--- config.mk ---
export PLATFORM = sky130hd
export DESIGN_NAME = uart_packetizer
export DESIGN_NICKNAME = d
export VERILOG_FILES = /design/src/rtl/uart_packetizer.sv
export SDC_FILE = /design/constraint.sdc
export NUM_CORES = 1
export LEC_CHECK = 0
export CAP_MARGIN = 25
export CORE_MARGIN = 3
export CORE_UTILIZATION = 40
export CTS_BUF_LIST = sky130_fd_sc_hd__clkbuf_4
export CTS_CLUSTER_SIZE = 12
export DETAILED_ROUTE_END_ITERATION = 10
export PLACE_DENSITY_LB_ADDON = 0.08
export SETUP_SLACK_MARGIN = 0.4
export SLEW_MARGIN = 30
export SYNTH_ARGS = -nofsm -noshare
export SYNTH_HDL_FRONTEND = slang
export SYNTH_SLANG_ARGS = --single-unit
--- constraint.sdc ---
create_clock -name clk -period 3.84 [get_ports clk]
set_input_delay 0.768 -clock clk [delete_from_list [all_inputs] [get_ports clk]]
set_output_delay 0.768 -clock clk [all_outputs]
set_load 0.01 [all_outputs]
--- src/rtl/uart_packetizer.sv ---
// Purpose: frames SAMPLE_W-bit samples into SYNC/SEQ/payload/CHECK byte packets for the UART TX FIFO.
// Latency: SYNC byte is written the cycle after the first sample is accepted in IDLE; then one byte per unstalled cycle.
// Backpressure: fifo_full_i stalls the current byte (held on data_o); sample_ready_o only in IDLE/WAIT.
// Build option: define PKT_CRC8_EN to make CHECK a CRC-8 (poly 0x07) instead of an additive sum.
module uart_packetizer #(
   parameter int          SAMPLE_W        = 16,
   parameter int          SAMPLES_PER_PKT = 4,
   parameter logic [7:0]  SYNC_BYTE       = 8'hA5
) (
   input  logic                clk,
   input  logic                rst,
   input  logic [SAMPLE_W-1:0] sample_i,
   input  logic                sample_valid_i,
   output logic                sample_ready_o,
   output logic [7:0]          data_o,
   output logic                wr_en_o,
   input  logic                fifo_full_i,
   output logic                busy_o,
   output logic [7:0]          seq_o
);

   localparam int         BYTES    = SAMPLE_W / 8;
   localparam logic [1:0] IDX_TOP  = 2'(BYTES - 1);
   localparam logic [7:0] CNT_LAST = 8'(SAMPLES_PER_PKT - 1);

   typedef enum logic [2:0] {
      S_IDLE, S_SYNC, S_SEQ, S_PAYLOAD, S_WAIT, S_CHECK
   } state_t;

   state_t              state_q, state_d;
   logic [7:0]          seq_q;
   logic [7:0]          cnt_q;
   logic [1:0]          idx_q;
   logic [SAMPLE_W-1:0] hold_q;
   logic [7:0]          acc_q;

   logic [7:0]          emit_byte;
   logic                is_emit;
   logic                ready_c;
   logic [7:0]          pay_byte;

   // Folds one emitted byte into the running CHECK value.
   function automatic logic [7:0] check_upd(input logic [7:0] acc, input logic [7:0] b);
`ifdef PKT_CRC8_EN
      logic [7:0] c;
      c = acc ^ b;
      for (int i = 0; i < 8; i++) begin
         c = c[7] ? ({c[6:0], 1'b0} ^ 8'h07) : {c[6:0], 1'b0};
      end
      return c;
`else
      return acc + b;
`endif
   endfunction

   assign pay_byte = hold_q[8*idx_q +: 8];

   // State register.
   always_ff @(posedge clk or posedge rst) begin
      if (rst) state_q <= S_IDLE;
      else     state_q <= state_d;
   end

   // Next-state decode and per-state byte selection.
   always_comb begin
      state_d   = state_q;
      emit_byte = 8'h00;
      is_emit   = 1'b0;
      ready_c   = 1'b0;
      case (state_q)
         S_IDLE: begin
            ready_c = 1'b1;
            if (sample_valid_i) state_d = S_SYNC;
         end
         S_SYNC: begin
            is_emit   = 1'b1;
            emit_byte = SYNC_BYTE;
            if (!fifo_full_i) state_d = S_SEQ;
         end
         S_SEQ: begin
            is_emit   = 1'b1;
            emit_byte = seq_q;
            if (!fifo_full_i) state_d = S_PAYLOAD;
         end
         S_PAYLOAD: begin
            is_emit   = 1'b1;
            emit_byte = pay_byte;
            if (!fifo_full_i && idx_q == 2'd0)
               state_d = (cnt_q == CNT_LAST) ? S_CHECK : S_WAIT;
         end
         S_WAIT: begin
            ready_c = 1'b1;
            if (sample_valid_i) state_d = S_PAYLOAD;
         end
         S_CHECK: begin
            is_emit   = 1'b1;
            emit_byte = acc_q;
            if (!fifo_full_i) state_d = S_IDLE;
         end
         default: state_d = S_IDLE;
      endcase
   end

   // Sample holding, byte index, sample count, check accumulator and sequence number.
   always_ff @(posedge clk or posedge rst) begin
      if (rst) begin
         seq_q  <= 8'h00;
         cnt_q  <= 8'h00;
         idx_q  <= 2'd0;
         hold_q <= '0;
         acc_q  <= 8'h00;
      end else begin
         case (state_q)
            S_IDLE: if (sample_valid_i) begin
               hold_q <= sample_i;
               acc_q  <= 8'h00;
               cnt_q  <= 8'h00;
            end
            S_SEQ: if (!fifo_full_i) begin
               acc_q <= check_upd(acc_q, seq_q);
               idx_q <= IDX_TOP;
            end
            S_PAYLOAD: if (!fifo_full_i) begin
               acc_q <= check_upd(acc_q, pay_byte);
               if (idx_q != 2'd0)         idx_q <= idx_q - 2'd1;
               else if (cnt_q != CNT_LAST) cnt_q <= cnt_q + 8'd1;
            end
            S_WAIT: if (sample_valid_i) begin
               hold_q <= sample_i;
               idx_q  <= IDX_TOP;
            end
            S_CHECK: if (!fifo_full_i) seq_q <= seq_q + 8'd1;
            default: ;
         endcase
      end
   end

   // Outputs are forced quiet while reset is held, independent of the clock.
   assign sample_ready_o = ready_c & ~rst;
   assign wr_en_o        = is_emit & ~fifo_full_i & ~rst;
   assign data_o         = rst ? 8'h00 : emit_byte;
   assign busy_o         = (state_q != S_IDLE);
   assign seq_o          = seq_q;

endmodule

---- After elaboration in Yosys (flattened, before gate mapping) ----
Index checks and enable logic that the tools add are counted.
operators by class
  add/subtract/negate cells ............... 5
  equality and inequality tests ........... 17
  shift operators ......................... 1
  muxes and demuxes ....................... 25
  bitwise gates (word level) .............. 5
  reductions and logical operators ........ 17
operators with widths
  kind                   count
  $mux W8                7
  $pmux W8 S4            1
  $pmux W8 S3            1
  $ne A2 B2 Y1 const B   10
  $mux W3                6
  $pmux W3 S6            1
  $add A8 B1 Y8 const B  2
  $add A8 B8 Y8          2
  $pmux W8 S2            1
  $shiftx A16 B6 Y8      1
  $reduce_and A5 Y1      2
  $reduce_bool A3 Y1     3
  $eq A8 B2 Y1 const B   1
  $mux W2                4
  $ne A8 B2 Y1 const B   1
  $eq A3 B2 Y1 const B   2
  $eq A3 B3 Y1 const B   2
  $pmux W2 S3            1
  $reduce_and A6 Y1      1
  $reduce_and A2 Y1      2
  $reduce_and A4 Y1      1
  $reduce_bool A2 Y1     2
  $reduce_or A4 Y1       1
  $and A1 B1 Y1          3
  9 further kinds        12
storage, ports and cells
  register bits ........................... 45
  word-level logic and storage cells ...... 76

---- Depth between registers and ports, before layout ----
  depth after elaboration ................. 5
  depth in mapped cells ................... 14
  mapped depth without buffers ............ 12

---- Worst setup path before layout ----
Ideal clock, no wire load.
  kind .................................... input to output
  from .................................... input port rst
  to ...................................... output port data_o[0]
  arrival ................................. 2,401 ps
  required time ........................... 3,072 ps
  path slack .............................. 671 ps
  stages .................................. 3
  path buffers ............................ 0
  path through ............................ inv_1 -> nand2_1 -> nor2_1
on the way
  word-level cells in the longest chain between the ends .. 1
RTL lines
  element             RTL line  RTL
  start: declaration  11        input logic rst,
  $mux W8             141       assign data_o = rst ? 8'h00 : emit_byte;
  end: declaration    15        output logic [7:0] data_o,
Every way passes these cells.

---- Worst setup path after layout ----
  from .................................... register state_q[2]
  to ...................................... output port data_o[7]
on the way
  word-level cells in the longest chain between the ends .. 3
RTL lines
  element                               RTL line  RTL
  start: declaration                    30        state_t state_q, state_d;
  start signal: assignment              61        else state_q <= state_d;
  $eq A3 B3 Y1 (tied with other cells)  70        case (state_q)
  $pmux W8 S4 *                         70
  $mux W8 *                             141
Mark *: on every way between the ends. The rest lies on a longest branch, timed or not.

==> results.toml <==
[global_routing]
grt_pass1_wl_mm = 10.1
antenna_found_initial = 0
grt_use_total = 0.169
gr-total-overflow = 0
grt_start_max_net_pins = 46
grt_pass1_vias = 1986

[yosys]
yosysTopAreaCell = "dfrtp_1"
synthCells = 274
synth-compound-area-share = 0.163
ys_seq_area_frac = 0.422
synth_warnings = 0
synth_area_leaders = "dfrtp_1 42%, mux2_2 7.2%, ha_1 4.7%"
synth_seq_cells = 45
async_reset_ff_frac = 1.00
syn_nets = 305
synth_cell_types = 49
syn_avg_cell_area_um2 = 9.75
synth_top_family_by_area = "simple AND/OR/NAND/NOR gates"
synth_top_flop_cell = "dfrtp_1"
yosys.area_share.simple = 0.171
synthMuxAreaShare = 0.105
synth-edff-count = 0
synthAdderAreaFrac = 0.0543
syn_area_um2 = 2670
synthXorXnorAreaFrac = 0.0426
synth_top_area_frac = 0.422

[critical_path]
cp_max_fo = 11
arrival_ns = 2.47
worstSetupStartpointType = "flop"
required_ns = 3.07
reg2reg_slack_ns = 0.74
r2r_cells = 12
cp-end-kind = "output port"
worstSetupPathType = "reg -> out"

[detailed_routing]
drc = 0
wire_per_inst_um = 15.6
ant_nets = 0
firstDrtPassIters = 4
drt_first_iter_violations = 167
wirelength_mm = 6.04
viasPerCell = 5.55
vias = 2143

[pwr]
peakVddDrop_uv = 321
p_leak_nw = 1.42
power_density_nw_per_um2 = 723

[final_layout]
diodes = 0
fill_cells = 606
drive_above_1_share = 0.117
layout_common_cells = "43 x dfrtp_1, 38 x clkdlybuf4s50_1, 29 x nor2_1"
final_nets = 340
layout_commonest_cell = "dfrtp_1"
syn_to_final_growth_pct = 20.0

[clocking]
clk_latency_ns = 0.36
cts_sinks = 45
cts-hold-fix-buffers = 0
cts_tree = "done"
ctsResizeCount = 1
post_cts_buffers = 0
clock_path_buffers = 2
clk_pin_slew_ns = 0.14
numCtsBuffers = 5
h-tree-depth = 2
root_buffer = "clkbuf_4"

[placed_design]
io_buffers = 38
gp_congestion = 0.868
hpwl_mm = 4.44

[sta]
maxSlewHeadroom = 0.579
hold_slack_ns = 0.520
rsz0062_at_grt = "no"
hold_viol = 0
period_share = 0.844
fmax_mhz = 308
finalMaxSlewViolations = 0
tightest_slew_ns = 0.626
finalSetupTns_ns = 0
setup_viol = 0
clock_skew_ns = 0.00964
finalCriticalPeriod_ns = 3.24

[job]
cap_violations = 0

[floorplanning]
core_area_um2 = 6420
die_h_um = 87.7
pin_count = 39
dieWidth_um = 87.7
start_util = 0.416
die_area_um2 = 7690
num_rows = 29

[min_path]
hold_class = "reg -> reg"
min_path_cells = 1

[status]
status = "finished, final reports clean"
-- flip-flops by register name, indices dropped and copies added, names as in the netlist --
register,flops
acc_q,8
cnt_q,8
hold_q,16
idx_q,2
seq_o,8
state_q,3
-- routing by layer --
layer / vias to the layer above / routed length (µm) / track usage
met5: - / 0 / 0
met4: 0 / 42 / 0.0530
met3: 4 / 313 / 0.0329
met2: 58 / 2610 / 0.242
met1: 1024 / 3070 / 0.254
li1: 1057 / - / -
-- cells by family (layout without fill, tap and decap cells) --
group / after synthesis / after routing
multiplexers: 26 / 26
adder cells (fa/ha/maj): 11 / 11
AND/OR/NAND/NOR: 89 / 89
AO/OA/AOI/OAI: 63 / 63
flip-flops: 45 / 45
XOR/XNOR: 13 / 13
buffers and inverters: 27 / 62
-- worst max-delay path: stages (launching register included) --
cell and delay, ns:
dfrtp_1 0.55, nand2b_1 0.36, nor2_2 0.37, a221oi_1 0.17, nor2_1 0.12, clkdlybuf4s50_1 0.55
-- stage by stage --
stage	util	power, mW	instances	setup slack (ns)	cell area (µm²)
final	0.499	2.32	386	0.598	3200
after global routing	0.499	2.53	386	0.462	3200
after global placement	0.485	2.02	379	0.512	3120
after detailed placement	0.485	2.03	379	0.540	3120
after CTS	0.497	2.32	386	0.425	3190
after floorplan	-	1.68	274	0.671	2670
-- path summary, 6_finish.rpt --
kind	start	endpoint
max	state_q[2]	data_o[7]
min reg2reg	hold_q[4]	hold_q[4]
min in group asynchronous	rst	idx_q[0]
max reg2reg	state_q[2]	acc_q[6]
min	hold_q[4]	hold_q[4]
max in group asynchronous	rst	state_q[0]
-- power breakdown --
part           total, mW  internal (mW)  switching, mW
registers          0.839          0.642          0.197
clock network      0.288          0.133          0.155
logic               1.19          0.580          0.610
total               2.32           1.35          0.962
-- synth_stat cells (3+ instances only) --
| cell type | number |
|---|---|
| xnor2_1 | 10 |
| o21ai_1 | 3 |
| a221oi_1 | 7 |
| and2_1 | 3 |
| nor3_1 | 7 |
| ha_1 | 10 |
| a22o_1 | 3 |
| nand2b_1 | 6 |
| mux2_2 | 17 |
| mux2i_1 | 9 |
| nor2_1 | 30 |
| nand3_1 | 5 |
| o41ai_1 | 4 |
| o21ai_0 | 9 |
| o31ai_1 | 3 |
| or3_1 | 3 |
| nand2_1 | 16 |
| a21o_1 | 8 |
| inv_1 | 13 |
| nor2b_1 | 4 |
| dfrtp_1 | 45 |
| buf_2 | 8 |
| xor2_1 | 3 |
| a21oi_1 | 12 |
| clkbuf_1 | 6 |
-- layout make-up --
class                           count  area [µm²]  share of cell area
Multi-Input combinational cell    202        1450               0.452
Sequential cell                    45        1130               0.352
Timing Repair Buffer               42         410               0.128
Tap cell                           77        96.3              0.0301
Inverter                           13        48.8              0.0152
Clock buffer                        5        37.5              0.0117
Clock inverter                      2        35.0              0.0109
Note: power is estimated with default switching activity, not from simulation.
